==> src/rtl/fetch_pc_unit.sv <==
// fetch_pc_unit: instruction-fetch front end.
// Owns the fetch PC and keeps at most one instruction-bus transaction in
// flight. The returned word is held for decode until it is accepted or a
// redirect kills it. A redirect that arrives while a fetch is outstanding
// marks the response stale; the stale word is dropped and fetch resumes at
// the latest redirect target.
//
// Ports:
//   clk            clock, all state changes on the rising edge
//   reset          synchronous, active-high
//   redirect       next-PC mux is selecting a jump/exception target
//   pcselected     next PC from the selection mux (pcplus4 when no redirect)
//   pcplus4        pc + 4, feeds the selection mux
//   ireq_valid     instruction-bus request valid
//   ireq_addr      instruction-bus request address
//   iresp_addr_ok  bus accepted the request this cycle
//   iresp_data_ok  bus returns data this cycle
//   iresp_data     returned instruction word
//   f_valid        held instruction valid to decode
//   f_pc           PC of the held instruction
//   f_instr        held instruction word
//   f_ready        decode accepts the held instruction this cycle
module fetch_pc_unit #(
  parameter logic [63:0] RESET_PC = 64'h0000_0000_8000_0000
) (
  input  logic        clk,
  input  logic        reset,
  input  logic        redirect,
  input  logic [63:0] pcselected,
  output logic [63:0] pcplus4,
  output logic        ireq_valid,
  output logic [63:0] ireq_addr,
  input  logic        iresp_addr_ok,
  input  logic        iresp_data_ok,
  input  logic [31:0] iresp_data,
  output logic        f_valid,
  output logic [63:0] f_pc,
  output logic [31:0] f_instr,
  input  logic        f_ready
);

  typedef enum logic [1:0] {
    StReq  = 2'd0,
    StWait = 2'd1,
    StHold = 2'd2
  } state_e;

  state_e      state;
  logic [63:0] pc;
  logic [63:0] tgt;
  logic        discard;
  logic [31:0] instr;
  logic        resp_now;

  // A response completes either from WAIT, or in REQ when the bus accepts
  // and answers in the same cycle. data_ok without addr_ok in REQ is ignored.
  assign resp_now = ((state == StReq) && iresp_addr_ok && iresp_data_ok) ||
                    ((state == StWait) && iresp_data_ok);

  always_ff @(posedge clk) begin
    if (reset) begin
      pc      <= RESET_PC;
      state   <= StReq;
      discard <= 1'b0;
      tgt     <= 64'd0;
      instr   <= 32'd0;
    end else if (resp_now) begin
      if (redirect) begin
        // Redirect coincident with the response: drop data, go to new target.
        pc      <= pcselected;
        discard <= 1'b0;
        state   <= StReq;
      end else if (discard) begin
        pc      <= tgt;
        discard <= 1'b0;
        state   <= StReq;
      end else begin
        instr <= iresp_data;
        state <= StHold;
      end
    end else begin
      unique case (state)
        StReq: begin
          // Address stays on the bus until accepted; redirect is only recorded.
          if (iresp_addr_ok) begin
            state <= StWait;
          end
          if (redirect) begin
            discard <= 1'b1;
            tgt     <= pcselected;
          end
        end
        StWait: begin
          if (redirect) begin
            discard <= 1'b1;
            tgt     <= pcselected;
          end
        end
        StHold: begin
          // Redirect takes precedence; pcselected equals pcplus4 otherwise.
          if (redirect || f_ready) begin
            pc    <= pcselected;
            state <= StReq;
          end
        end
        default: begin
          state <= StReq;
        end
      endcase
    end
  end

  assign pcplus4    = pc + 64'd4;
  assign ireq_addr  = pc;
  assign f_pc       = pc;
  assign f_instr    = instr;
  assign ireq_valid = !reset && (state == StReq);
  assign f_valid    = !reset && (state == StHold);

endmodule

==> config.mk <==
export PLATFORM = sky130hd
export DESIGN_NAME = fetch_pc_unit
export DESIGN_NICKNAME = d
export VERILOG_FILES = /design/src/rtl/fetch_pc_unit.sv
export SDC_FILE = /design/constraint.sdc
export NUM_CORES = 1
export LEC_CHECK = 0
export ABC_AREA = 1
export BUFFER_PORTS_ARGS = -buffer_cell sky130_fd_sc_hd__buf_2
export CORE_ASPECT_RATIO = 1.75
export CORE_UTILIZATION = 51
export DETAILED_ROUTE_END_ITERATION = 16
export PLACE_DENSITY = 0.81
export RECOVER_POWER = 50
export SYNTH_ARGS = -nofsm -noshare
export SYNTH_HDL_FRONTEND = slang
export SYNTH_SLANG_ARGS = --single-unit
export TNS_END_PERCENT = 30
==> constraint.sdc <==
create_clock -name clk -period 1.9 [get_ports clk]
set_input_delay 0.095 -clock clk [delete_from_list [all_inputs] [get_ports clk]]
set_output_delay 0.095 -clock clk [all_outputs]
set_load 0.02 [all_outputs]
== After elaboration in Yosys (flattened, before gate mapping) ==
Index checks and enable logic that the tools add are counted.

* Bits of input ports: 102
* Output and inout port bits: 226
* Register bits after elaboration: 163
* Logic and storage cells: 44

* Add/sub/neg operators: 1
* Bitwise logic cells: 3
* Muxes and demuxes: 11
* Eq/ne operators: 6
* Reduce and logical (&&, ||, !) cells: 18

{| class="wikitable"
|+ Operators with widths
! cell !! number
|-
| 64-bit two-way mux || 5
|-
| 64-bit by 3-bit adder with 64-bit output (second input constant) || 1
|-
| 3-bit AND reduction || 4
|-
| 2-bit two-way mux || 5
|-
| 3-bit inequality test (second input constant) || 3
|-
| 2-bit one-hot mux with 3 select lines || 1
|-
| 1-bit logical AND || 5
|-
| 2-bit nonzero test || 2
|-
| 2-bit OR reduction || 2
|-
| 1-bit NOT || 3
|-
| 2-bit by 1-bit equality test with 1-bit output (second input constant) || 1
|-
| 2-bit equality test (second input constant) || 1
|-
| 2-bit logical NOT || 1
|-
| 1-bit logical OR || 2
|-
| 2-bit inequality test (second input constant) || 1
|-
| 2-bit AND reduction || 1
|-
| 1-bit logical NOT || 1
|}

== Depth between registers and ports, before layout ==
* Word-level depth: 6
* Mapped depth: 10

== Worst setup path after synthesis ==
Ideal clock, no wire load.

* Kind: register to output
* From: reg pc[2], in the netlist f_pc[2]
* To: out pcplus4[32]
* Data required time: 1.805 ns
* Setup slack: -0.069 ns
* Stages on the path, launching flop included: 8
* Data arrival time: 1.874 ns
* Cells stage by stage: dfxtp_1 -> ha_1 -> nand3_2 -> nor2_1 -> inv_1 -> nor2_1 -> nand2_1 -> xor2_1

* Cells in the longest elaborated chain, start to end: 1

{| class="wikitable"
|+ Ends and longest elaborated chain
! what !! line !! RTL
|-
| from (decl) || 49 || <nowiki>logic [63:0] pc;</nowiki>
|-
| from (signal assigned) || 70 || <nowiki>pc <= pcselected;</nowiki>
|-
| from (signal assigned) || 74 || <nowiki>pc <= tgt;</nowiki>
|-
| from (signal assigned) || 102 || <nowiki>pc <= pcselected;</nowiki>
|-
| 64-bit by 3-bit adder with 64-bit output || 113 || <nowiki>assign pcplus4 = pc + 64'd4;</nowiki>
|-
| to (decl) || 30 || <nowiki>output logic [63:0] pcplus4,</nowiki>
|}

No other way between the ends.

== Worst setup path after layout ==
* From: reg pc[23], in the netlist f_pc[23]
* To: out pcplus4[56]

Same word-level chain as after synthesis.

==> summary.txt <==
Timing
  – Final worst-path cycle share: 114.9%
  – Fin worst setup slack: -0.2837 ns
  – Tmin final: 2.184 ns
  – Worst Skew: 0.01070 ns
  – Worst-Margin Slew: 0.4461 ns
  – Final setup TNS: -4.070 ns
  – Fin. max-slew vios: 0
  – Hold Slack: 0.02511 ns
  – Hold Vio Cnt, Final: 0
  – Max Freq: 457.9 MHz
  – Unrepaired setup endpoints after global routing: true
  – Slew margin rel.: 70.26%
  – Setup violators final: 47

Layout
  – Layout cell share with drive strength beyond 1: 31.85%
  – Final Util: 78.22%
  – Fillers: 1335
  – Post-layout nets: 2063
  – Layout area overhead: 50.11%

Clock tree
  – CTS tree: yes
  – Worst-Skew Late Latency: 0.43 ns
  – Htree depth: 4
  – CTS buffer count: 17
  – Clock sinks: 163
  – Clock root buffer master: clkbuf_16
  – Clock slew at reported path FFs: 0.07 ns
  – CTS Buffer Depth: 2

Critical path
  – R2r worst-path depth: 8
  – Crit Path Class: reg -> out
  – Kind of end point of the critical path: output pin
  – Crit-path max FO: 3
  – Critical Path RT: 1.80 ns
  – Worst setup SP type: flop
  – CP Data Arrival Time: 2.09 ns

Floorplan
  – Die H: 181.3 µm
  – Die area: 18930 µm²
  – Core area: 17970 µm²
  – # rows: 65
  – Die W: 104.4 µm
  – Starting density of the core: 52.11%
  – IO Pins: 328

Logic synthesis
  – Synthesis warning total: 0
  – Ys flop type: dfxtp_1
  – Post-Syn Area: 9365 µm²
  – Top cells by count, synth: nand2_1, nor2_1, dfxtp_1
  – Yosys top cell area share: 34.84%
  – Post-synth EDFFs: 0
  – Top-count cell post-synth: nand2_1
  – Synth async-reset ratio: 0%
  – Syn avg cell area: 6.034 µm²
  – #FFs+latches synth: 163
  – Most area-consuming cells after synthesis: dfxtp_1, nand2_1, nor2_1
  – Register area share after synthesis: 34.84%
  – Cell taking the most area after synthesis: dfxtp_1
  – Syn_nets: 1655
  – Yosys cell types: 27
  – Post-Syn Instances: 1552

Place
  – Pre-CTS setup slack: -0.1453 ns
  – Detailed placement HPWL: 25.62 mm
  – Number of buffers added on ports: 327
  – Final RePlAce weighted congestion: 1.030

Pwr
  – Peak VDD IR: 0.0006529 V
  – Leak: 6.418 nW
  – Pwr per Cell Area: 718.8 nW/µm²

GRT
  – First-pass GRT wire length: 58.24 mm
  – Total Routing Usage GR: 39.27%
  – Largest net degree at the start of global routing: 66
  – GRT overflow: 0
  – Initial antenna violation count: 0
  – Number of global-route vias before repair: 11380

Routing
  – DRC: 0
  – Routed Antenna Nets: 0
  – Iter 0 DRT Violations: 1168
  – DRT Pass-1 Iters: 6
  – Vias/cell: 5.433
  – Avg WL per Cell: 17.75 µm
  – Routed WL: 39.17 mm
  – Vias: 11990

Status
  – Status: finished with violations
  – Violated checks: negative setup slack

Min path
  – Hold Path Class: in -> reg
  – Hold Path Depth: 3

Flow run
  – MaxCap Viol Count: 0
## registers in the layout (all words and copies together) (netlist names)
| signal | count |
|---|---|
| tgt | 64 |
| f_instr | 32 |
| discard | 1 |
| state | 2 |
| f_pc | 64 |
## timing repair
item                                    4_1_cts  5_1_grt
gates resized for setup                     287      166
endpoints found under the setup margin       57       58
endpoints found under the hold margin       111        0
hold buffers                                 97        0
buffers inserted                             17       11
pin swaps                                    48       53
## power by group
group / total [mW] / switching [mW] / internal (mW)
combinational: 2.73 / 1.72 / 1.01
sequential: 3.95 / 0.283 / 3.67
clock: 3.42 / 1.51 / 1.91
## routing by layer
| metal | global-route usage [%] | wire (µm) | up-vias |
|---|---|---|---|
| li1 | - | - | 5550 |
| met1 | 41.25 | 13410 | 5480 |
| met2 | 68.95 | 19930 | 766 |
| met3 | 5.339 | 2910 | 195 |
| met4 | 32.40 | 2922 | 0 |
| met5 | 0 | 0 | - |
## logic make-up after synthesis
| logic type | after synthesis | share of synthesized area (%) |
|---|---|---|
| xor gates and xnor gates | 31 | 2.899 |
| buffers and inverters | 224 | 12.65 |
| DFF | 163 | 34.84 |
| AOI/OAI and AO/OA | 116 | 6.239 |
| adders and majority gates | 1 | 0.1336 |
| and+or+nand+nor | 1017 | 43.23 |
## worst max-delay path: stages, from the launching register on
cell     delay [ns]
dfxtp_2        0.36
nand2_1        0.13
nor2_2         0.18
nand2_1        0.13
nor2_1         0.20
nand2_2        0.20
nor2_1         0.15
nand2_1        0.05
nand2_1        0.08
buf_2          0.17
## final timing paths
path / slack (ns) / startpoint / end
hold / removal: 0.03 / iresp_addr_ok / state[0]
setup / recovery: -0.28 / f_pc[23] / pcplus4[56]
setup reg to reg: 0.19 / state[0] / f_pc[14]
hold reg to reg: 0.46 / tgt[15] / tgt[15]
## layout by cell type, fill, tap and decap left out, types with 29 or more instances in the layout
cell and instances:
nor2_1 176, buf_4 121, buf_2 169, nor2_2 37
nand2_1 530, dlygate4sd3_1 97, inv_1 75, nand3_1 110
dfxtp_4 29, clkbuf_1 107, buf_6 30, nor2_4 50
a21oi_1 97, nand2_2 74, dfxtp_1 108
## metrics by stage
step / power [mW] / area [µm²] / cells
after floorplan: 5.523 / 9373 / 1552
after global placement: 6.254 / 11100 / 2050
after detailed placement: 6.286 / 11100 / 2050
after CTS: 9.930 / 13560 / 2195
after global routing: 10.44 / 14060 / 2206
final: 10.10 / 14060 / 2207
## layout make-up
| type | count | area [µm²] | area share, % |
|---|---|---|---|
| Antenna cell | 1 | 2.502 | 0.01780 |
| Clock buffer | 21 | 470.5 | 3.346 |
| Clock inverter | 10 | 101.3 | 0.7209 |
| Inverter | 84 | 322.8 | 2.296 |
| Multi-Input combinational cell | 1165 | 5883 | 41.85 |
| Sequential cell | 163 | 3405 | 24.22 |
| Tap cell | 234 | 292.8 | 2.083 |
| Timing Repair Buffer | 529 | 3581 | 25.47 |
Power figures use the tool's default switching activity.
